### src/rtl/mtm_alu_core_pipe_if.sv
// Handshake bundle for mtm_alu_core_pipe: upstream operation channel
// (A, B, opcode, input CRC) and downstream result channel (C, control byte).
interface mtm_alu_core_pipe_if #(
    parameter int DATA_W = 32
);
    logic              in_valid;
    logic              in_ready;
    logic [DATA_W-1:0] in_a;
    logic [DATA_W-1:0] in_b;
    logic [2:0]        in_op;
    logic [3:0]        in_crc;

    logic              out_valid;
    logic              out_ready;
    logic [DATA_W-1:0] out_c;
    logic [7:0]        out_ctl;

    // Source side: frame deserializer feeding operations, serializer taking results.
    modport master (
        output in_valid, in_a, in_b, in_op, in_crc, out_ready,
        input  in_ready, out_valid, out_c, out_ctl
    );

    // Core side.
    modport slave (
        input  in_valid, in_a, in_b, in_op, in_crc, out_ready,
        output in_ready, out_valid, out_c, out_ctl
    );
endinterface

### src/rtl/mtm_alu_core_pipe.sv
// Pipelined ALU core. S1 checks the input CRC4 / opcode and computes the
// result and flags; S2 builds the control byte (flags + CRC3, or an error
// frame) and holds it on the output until the consumer takes it.
module mtm_alu_core_pipe #(
    parameter int DATA_W   = 32,
    parameter int CRC_IN_W = 4
) (
    input  logic               clk,
    input  logic               rst,
    mtm_alu_core_pipe_if.slave bus
);

    localparam int MSG4_W = 2 * DATA_W + 4;
    localparam int MSG3_W = DATA_W + 5;
    localparam int MSB    = DATA_W - 1;

    localparam logic [2:0] OP_AND = 3'b000;
    localparam logic [2:0] OP_OR  = 3'b001;
    localparam logic [2:0] OP_ADD = 3'b100;
    localparam logic [2:0] OP_SUB = 3'b101;

    // CRC over x^4+x+1, MSB first, zero init.
    function automatic logic [CRC_IN_W-1:0] crc4(input logic [MSG4_W-1:0] msg);
        logic [CRC_IN_W-1:0] r;
        logic                fb;
        r = '0;
        for (int i = MSG4_W - 1; i >= 0; i--) begin
            fb = r[CRC_IN_W-1] ^ msg[i];
            r  = {r[CRC_IN_W-2:0], 1'b0} ^ (fb ? 4'b0011 : 4'b0000);
        end
        return r;
    endfunction

    // CRC over x^3+x+1, MSB first, zero init.
    function automatic logic [2:0] crc3(input logic [MSG3_W-1:0] msg);
        logic [2:0] r;
        logic       fb;
        r = '0;
        for (int i = MSG3_W - 1; i >= 0; i--) begin
            fb = r[2] ^ msg[i];
            r  = {r[1:0], 1'b0} ^ (fb ? 3'b011 : 3'b000);
        end
        return r;
    endfunction

    // ---------------------------------------------------------------
    // Handshake
    // ---------------------------------------------------------------
    logic run;
    logic s1_valid;
    logic s2_valid;
    logic s1_advance;
    logic s2_advance;
    logic in_fire;

    // in_ready is held low during reset and rises on the first edge after release.
    always_ff @(posedge clk or posedge rst) begin
        if (rst) run <= 1'b0;
        else     run <= 1'b1;
    end

    // S2 can take new data when empty or when its current word leaves this cycle;
    // S1 likewise when it is empty or moving into S2. out_ready reaches in_ready
    // combinationally so a full pipe still accepts one op per clock.
    assign s2_advance   = !s2_valid || bus.out_ready;
    assign s1_advance   = !s1_valid || s2_advance;
    assign bus.in_ready = run && s1_advance;
    assign in_fire      = bus.in_valid && bus.in_ready;

    // ---------------------------------------------------------------
    // S1 combinational: input check and arithmetic
    // ---------------------------------------------------------------
    logic [CRC_IN_W-1:0] crc_calc;
    logic                err_crc_d;
    logic                err_op_d;
    logic                op_ok;
    logic [DATA_W:0]     sum;
    logic [DATA_W:0]     diff;
    logic [DATA_W-1:0]   alu_c;
    logic                alu_carry;
    logic                alu_ovf;
    logic                alu_zero;
    logic                alu_neg;

    assign crc_calc  = crc4({bus.in_b, bus.in_a, 1'b1, bus.in_op});
    assign err_crc_d = (crc_calc != bus.in_crc);
    assign err_op_d  = !err_crc_d && !op_ok;

    // Result and carry/overflow per opcode; the extra top bit of sum/diff is
    // carry-out and borrow respectively.
    always_comb begin
        sum       = {1'b0, bus.in_a} + {1'b0, bus.in_b};
        diff      = {1'b0, bus.in_a} - {1'b0, bus.in_b};
        alu_c     = '0;
        alu_carry = 1'b0;
        alu_ovf   = 1'b0;
        op_ok     = 1'b1;
        case (bus.in_op)
            OP_AND: alu_c = bus.in_a & bus.in_b;
            OP_OR:  alu_c = bus.in_a | bus.in_b;
            OP_ADD: begin
                alu_c     = sum[DATA_W-1:0];
                alu_carry = sum[DATA_W];
                alu_ovf   = (bus.in_a[MSB] == bus.in_b[MSB]) && (sum[MSB] != bus.in_a[MSB]);
            end
            OP_SUB: begin
                alu_c     = diff[DATA_W-1:0];
                alu_carry = diff[DATA_W];
                alu_ovf   = (bus.in_a[MSB] != bus.in_b[MSB]) && (diff[MSB] != bus.in_a[MSB]);
            end
            default: op_ok = 1'b0;
        endcase
    end

    assign alu_zero = (alu_c == '0);
    assign alu_neg  = alu_c[MSB];

    // ---------------------------------------------------------------
    // S1 register
    // ---------------------------------------------------------------
    logic [DATA_W-1:0] s1_c;
    logic              s1_carry;
    logic              s1_ovf;
    logic              s1_zero;
    logic              s1_neg;
    logic              s1_err_crc;
    logic              s1_err_op;

    // Capture an accepted op; payload only changes on a real transfer.
    always_ff @(posedge clk or posedge rst) begin
        if (rst) begin
            s1_valid   <= 1'b0;
            s1_c       <= '0;
            s1_carry   <= 1'b0;
            s1_ovf     <= 1'b0;
            s1_zero    <= 1'b0;
            s1_neg     <= 1'b0;
            s1_err_crc <= 1'b0;
            s1_err_op  <= 1'b0;
        end else if (s1_advance) begin
            s1_valid <= in_fire;
            if (in_fire) begin
                s1_c       <= alu_c;
                s1_carry   <= alu_carry;
                s1_ovf     <= alu_ovf;
                s1_zero    <= alu_zero;
                s1_neg     <= alu_neg;
                s1_err_crc <= err_crc_d;
                s1_err_op  <= err_op_d;
            end
        end
    end

    // ---------------------------------------------------------------
    // S2 combinational: control byte
    // ---------------------------------------------------------------
    logic [2:0]        crc3_calc;
    logic [2:0]        e3;
    logic [6:0]        err_body;
    logic              s1_err;
    logic [DATA_W-1:0] c_d;
    logic [7:0]        ctl_d;

    // Error frames zero the result and carry the error code twice plus an
    // even-parity bit; normal frames carry flags and CRC3 of {C, flags}.
    always_comb begin
        crc3_calc = crc3({s1_c, 1'b0, s1_carry, s1_ovf, s1_zero, s1_neg});
        e3        = {1'b0, s1_err_crc, s1_err_op};
        err_body  = {1'b1, e3, e3};
        s1_err    = s1_err_crc || s1_err_op;
        if (s1_err) begin
            c_d   = '0;
            ctl_d = {err_body, ^err_body};
        end else begin
            c_d   = s1_c;
            ctl_d = {1'b0, s1_carry, s1_ovf, s1_zero, s1_neg, crc3_calc};
        end
    end

    // ---------------------------------------------------------------
    // S2 / output register
    // ---------------------------------------------------------------
    logic [DATA_W-1:0] out_c_q;
    logic [7:0]        out_ctl_q;

    // Output word is only rewritten when S1 delivers, so it holds through stalls.
    always_ff @(posedge clk or posedge rst) begin
        if (rst) begin
            s2_valid  <= 1'b0;
            out_c_q   <= '0;
            out_ctl_q <= '0;
        end else if (s2_advance) begin
            s2_valid <= s1_valid;
            if (s1_valid) begin
                out_c_q   <= c_d;
                out_ctl_q <= ctl_d;
            end
        end
    end

    assign bus.out_valid = s2_valid;
    assign bus.out_c     = out_c_q;
    assign bus.out_ctl   = out_ctl_q;

endmodule

### src/flat_wrapper.sv
// flat-port wrapper written by rule: the top's interface ports become plain ports
module mtm_alu_core_pipe_flat 
#(
    parameter int DATA_W   = 32,
    parameter int CRC_IN_W = 4
)
  (clk, rst, bus_in_valid, bus_in_a, bus_in_b, bus_in_op, bus_in_crc, bus_out_ready, bus_in_ready, bus_out_valid, bus_out_c, bus_out_ctl);
  mtm_alu_core_pipe_if #(.DATA_W(DATA_W)) bus_i ();
  input  logic clk;
  input  logic rst;
  input wire logic [$bits(bus_i.in_valid)-1:0] bus_in_valid;
  input wire logic [$bits(bus_i.in_a)-1:0] bus_in_a;
  input wire logic [$bits(bus_i.in_b)-1:0] bus_in_b;
  input wire logic [$bits(bus_i.in_op)-1:0] bus_in_op;
  input wire logic [$bits(bus_i.in_crc)-1:0] bus_in_crc;
  input wire logic [$bits(bus_i.out_ready)-1:0] bus_out_ready;
  output wire logic [$bits(bus_i.in_ready)-1:0] bus_in_ready;
  output wire logic [$bits(bus_i.out_valid)-1:0] bus_out_valid;
  output wire logic [$bits(bus_i.out_c)-1:0] bus_out_c;
  output wire logic [$bits(bus_i.out_ctl)-1:0] bus_out_ctl;
  assign bus_i.in_valid = bus_in_valid;
  assign bus_i.in_a = bus_in_a;
  assign bus_i.in_b = bus_in_b;
  assign bus_i.in_op = bus_in_op;
  assign bus_i.in_crc = bus_in_crc;
  assign bus_i.out_ready = bus_out_ready;
  assign bus_in_ready = bus_i.in_ready;
  assign bus_out_valid = bus_i.out_valid;
  assign bus_out_c = bus_i.out_c;
  assign bus_out_ctl = bus_i.out_ctl;
  mtm_alu_core_pipe #(.DATA_W(DATA_W), .CRC_IN_W(CRC_IN_W)) u_core (.clk(clk), .rst(rst), .bus(bus_i));
endmodule
### config.mk
export PLATFORM = sky130hd
export DESIGN_NAME = mtm_alu_core_pipe_flat
export DESIGN_NICKNAME = d
export VERILOG_FILES = /design/src/rtl/mtm_alu_core_pipe_if.sv /design/src/rtl/mtm_alu_core_pipe.sv /design/src/flat_wrapper.sv
export SDC_FILE = /design/constraint.sdc
export NUM_CORES = 1
export LEC_CHECK = 0
export BUFFER_PORTS_ARGS = -buffer_cell sky130_fd_sc_hd__buf_2
export CORE_MARGIN = 8
export CORE_UTILIZATION = 45
export CTS_CLUSTER_SIZE = 8
export DETAILED_ROUTE_END_ITERATION = 7
export GPL_TIMING_DRIVEN = 1
export PLACE_DENSITY = 0.69
export SLEW_MARGIN = 20
export SYNTH_ARGS = -nofsm -noshare
export SYNTH_HDL_FRONTEND = slang
export SYNTH_SLANG_ARGS = --single-unit
### constraint.sdc
create_clock -name clk -period 2.35 [get_ports clk]
set_input_delay 0.235 -clock clk [delete_from_list [all_inputs] [get_ports clk]]
set_output_delay 0.235 -clock clk [all_outputs]
set_load 0.01 [all_outputs]
# == Word level (Yosys, flattened, before mapping) ==
# Index checks and enable logic that the tools add are counted.
# classes
eq_ne,8
n_bitwise,206
n_reduce_logical,18
muxes,111
add_sub_neg,2
# ops
op,count
4-bit XOR,67
2-bit two-way mux,105
32-bit one-hot mux with 4 select lines,1
3-bit XOR,36
1-bit XOR,99
32-bit by 32-bit adder with 33-bit output,1
32-bit by 32-bit subtractor with 33-bit output,1
32-bit bitwise AND,1
32-bit zero test,1
32-bit two-way mux,1
32-bit OR,1
8-bit two-way mux,1
7-bit XOR reduction,1
3-bit equality test (second input constant),2
1-bit logical AND,5
1-bit zero test,4
4-bit inequality test,1
1-bit one-hot mux with 2 select lines,2
2-bit AND reduction,2
4-bit OR reduction,1
3-bit by 1-bit equality test with 1-bit output (second input constant),1
3-bit zero test,1
1-bit logical OR,3
1-bit inequality test,3
other kinds (3),4
# totals
out_inout_bits,42
input_bits,75
regBits,81
elab_cells,357

# == Logic depth before layout (Yosys ltp) ==
# logic_depth
word_depth,203
ltp_mapped,14
mapped_depth_nobuf,14

# == Worst setup path before layout ==
# No wires, ideal clock.
# synth_path
path_type,input port to flip-flop
from,input bus_in_b[0]
to,register u_core.s1_zero
arrival_ps,3002
path_buffers,0
t_required_ps,2274
slack_ps,-729
path_stages,13
setup_ps,76
path_cell_list,ha_1 > fa_1 > a21oi_1 > nor2_1 > or4_1 > a31o_1 > a2111oi_0 > nor3_1 > nor2_1 > o2111ai_1 > nor4_1 > nand4b_1 > o21ai_1
# synth_between
elab_chain_len,3
elab_cells_between_ends,6
classes_between,add/sub: 2; mux: 1; bitwise: 2; reduce/logical: 1
# synth_rtl
item,line_no,source
from (decl),flat_wrapper.sv:13,input wire logic [$bits(bus_i.in_b)-1:0] bus_in_b;
32-bit by 32-bit subtractor with 33-bit output (tied with other cells),mtm_alu_core_pipe.sv:93,"diff = {1'b0, bus.in_a} - {1'b0, bus.in_b};"
32-bit one-hot mux with 4 select lines *,mtm_alu_core_pipe.sv:98,case (bus.in_op)
32-bit zero test *,mtm_alu_core_pipe.sv:115,assign alu_zero = (alu_c == '0);
to (signal assigned),mtm_alu_core_pipe.sv:146,s1_zero <= alu_zero;
to (decl),mtm_alu_core_pipe.sv:124,logic s1_zero;
# Mark *: on every way between the ends. The rest lies on a longest branch, timed or not.
# A chain may end at the register's enable or synchronous reset.

# == Worst setup path in the final report ==
# layout_path
from,input bus_in_a[2]
to,register u_core.s1_zero
# layout_between
elab_chain_len,3
elab_cells_between_ends,6
classes_between,add/sub: 2; mux: 1; bitwise: 2; reduce/logical: 1
# layout_rtl
item,line_no,source
from (decl),flat_wrapper.sv:12,input wire logic [$bits(bus_i.in_a)-1:0] bus_in_a;
32-bit by 32-bit subtractor with 33-bit output (tied with other cells),mtm_alu_core_pipe.sv:93,
32-bit one-hot mux with 4 select lines *,mtm_alu_core_pipe.sv:98,
32-bit zero test *,mtm_alu_core_pipe.sv:115,
# Marked as above.

==> impl_metrics.yaml <==
status:
  status: "complete, but fails checks"
  violations: "negative setup slack"
setup_path:
  crit_fanout: 4
  critical_path.startpoint_type: "input port"
  worstRegToRegCells: 10
  cp.required_ns: 2.61
  endpoint: "u_core.s1_zero"
  crit_path_end_kind: "flop"
  r2r_slack_ns: 0.01
  r2r_end: "u_core.s1_zero"
  cp-startpoint: "bus_in_a[2]"
  crit_type: "input port to flop"
  worstReg2RegStart: "u_core.s1_valid"
  arrival_ns: 3.28
final_layout:
  drive_above_1_share_pct: 46.4
  final_cells: 1866
  syn_to_final_growth_pct: 61.9
  layout.nets: 1764
  antenna_cells: 0
pwr:
  vdd_drop_max_mv: 0.639
  p_leak_nw: 7.00
  p_per_area_nw_per_um2: 616
  power_mw: 9.27
route:
  via_per_inst: 5.74
  drc: 0
  drtIter0Drc: 989
  wl_per_cell_um: 20.7
  wl_mm: 38.7
  via_count: 10700
  ant_nets: 0
  dr.pass1.iters: 5
timing:
  timing.slew.headroom_pct: 54.5
  finalSetupTns_ns: -8.06
  hold_viol_final: 0
  fin_crit_ns: 3.01
  fin_skew_ns: 0.00746
  worst_pin_slew_ns: 0.683
  setup_viol: 26
  fmax_ghz: 0.332
  finalCritPeriodShare_pct: 128
  final_max_slew_viol_count: 0
  rsz0062_at_grt: "true"
  fin_ws_ns: -0.663
synthesis:
  syn-num-nets: 1317
  synth-edff-count: 0
  ys_seq_elements: 79
  seq_area_frac_synth_pct: 21.3
  synth_top_area_share_pct: 21.3
  ys.flop_type: "dfrtp_1"
  synth_cell_types: 81
  yosysWarnings: 0
  synth_area_per_cell_sq_um: 8.13
  synth_cells: 1144
  synthTopCellsByCount: "xnor2_1 (129), ha_1 (96), inv_1 (96), nor2_1 (89), nand2_1 (82)"
  ys_async_sr_fraction_pct: 100
  yosysTopAreaCell: "dfrtp_1"
  synth_area_leaders: "dfrtp_1 (21%), ha_1 (13%), xnor2_1 (12%)"
  syn_area_sq_um: 9300
  synth_most_common_cell: "xnor2_1"
die:
  die_h_um: 160
  ioPinCount: 117
  die_area_sq_um: 25500
  die_w_um: 160
  initial_core_util_pct: 45.9
  num_rows: 52
  core_area_sq_um: 20200
min_path:
  hp-class: "input port to flop"
cts:
  cts_tree: "yes"
  cts.sinks: 79
  clk_latency_ns: 0.34
  clockRootBuffer: "clkbuf_16"
  cts.clk_slew.worst_paths_ns: 0.06
  cts_buffers: 9
  h-tree-depth: 3
  clockBufferDepth: 2
global_route:
  grt_pass1_vias: 10500
  grt_pass1_wl_mm: 57.7
  grt.overflow.total: 0
  grt_max_degree: 59
  grt_antenna_before_repair: 0
  grt_use_total_pct: 27.9
place:
  dp.cells: 1827
  gp_congestion: 0.974
  dp_hpwl_mm: 29.4
  numPortBuffers: 116
flow_run:
  cap_violations: 0
[cell type report]
type | count | area (sq um)
Clock buffer | 10 | 229
Clock inverter | 6 | 92.6
Fill cell | 1414 | 5190
Inverter | 100 | 444
Multi-Input combinational cell | 915 | 8300
Sequential cell | 79 | 1980
Tap cell | 270 | 338
Timing Repair Buffer | 486 | 3670
[critical path: stages]
cell	delay [ns]
buf_8	0.09
buf_12	0.11
inv_12	0.03
ha_4	0.29
buf_4	0.14
o21ai_4	0.08
o21ai_0	0.27
o21ai_0	0.21
o21a_1	0.22
nor3_1	0.29
o311ai_1	0.14
nor4_1	0.35
o2111ai_1	0.22
nor4_2	0.29
nand4b_1	0.14
o21ai_1	0.15
[stage by stage]
stage	util (%)	area, sq um	hold slack (ns)	setup WS [ns]
after floorplan	-	9810	0.413	-0.523
after detailed placement	64.8	13100	0.294	-1.14
final	74.4	15000	0.219	-0.663
after global placement	64.8	13100	0.283	-1.03
after global routing	74.4	15000	0.228	-0.822
after CTS	69.4	14100	0.212	-0.624
[cell families after synthesis]
family / after synthesis / share of synthesized area (%)
other: 1 / 0.0403
AOI/OAI and AO/OA: 326 / 24.4
buffers and inverters: 150 / 6.10
xor gates and xnor gates: 160 / 16.1
and+or+nand+nor: 308 / 16.0
DFF: 79 / 21.3
muxes: 22 / 2.83
adders and majority gates: 98 / 13.4
[worst min-delay path by stage]
stage                       start                    to  slack, ns  cells past startpoint
floorplan            bus_in_valid       u_core.s1_carry       0.41                      2
global placement              rst  u_core.bus.out_c[23]       0.28                      2
detailed placement            rst  u_core.bus.out_c[23]       0.29                      2
CTS                 bus_out_ready       u_core.s1_valid       0.21                      3
global route        bus_out_ready       u_core.s1_valid       0.23                      3
finish              bus_out_ready       u_core.s1_valid       0.22                      3
[where the power goes]
part | switching [mW] | leakage (nW) | internal, mW | total [mW]
registers | 0.198 | 1.04 | 1.56 | 1.76
clock network | 0.554 | 0.150 | 0.937 | 1.49
logic | 3.05 | 5.80 | 2.97 | 6.01
[placed cells by master, fill, tap and decap left out, drive strengths merged, types with 23 or more instances in the layout]
cell type	n
buf	485
xnor2	136
inv	101
ha	96
nor2	89
nand2	82
dfrtp	79
a21oi	70
o21ai	67
a22o	37
nor3	30
xor2	23
[metal layers]
metal	up-vias	wire [um]	track usage (%)	share of wire [%]
li1	4955	-	-	-
met1	5113	16000	36.0	41
met2	517	18000	46.3	47
met3	128	2550	3.73	6.6
met4	0	2110	11.1	5.4
met5	-	0	0	0
[what timing repair did]
action                                 CTS  global route
setup endpoints to repair               26            29
setup buffers                            9            26
pin swaps                               53            93
hold buffers                             1             0
resized for setup                      108           182
endpoints found under the hold margin   30             0
Note: power is estimated with default switching activity, not from simulation.
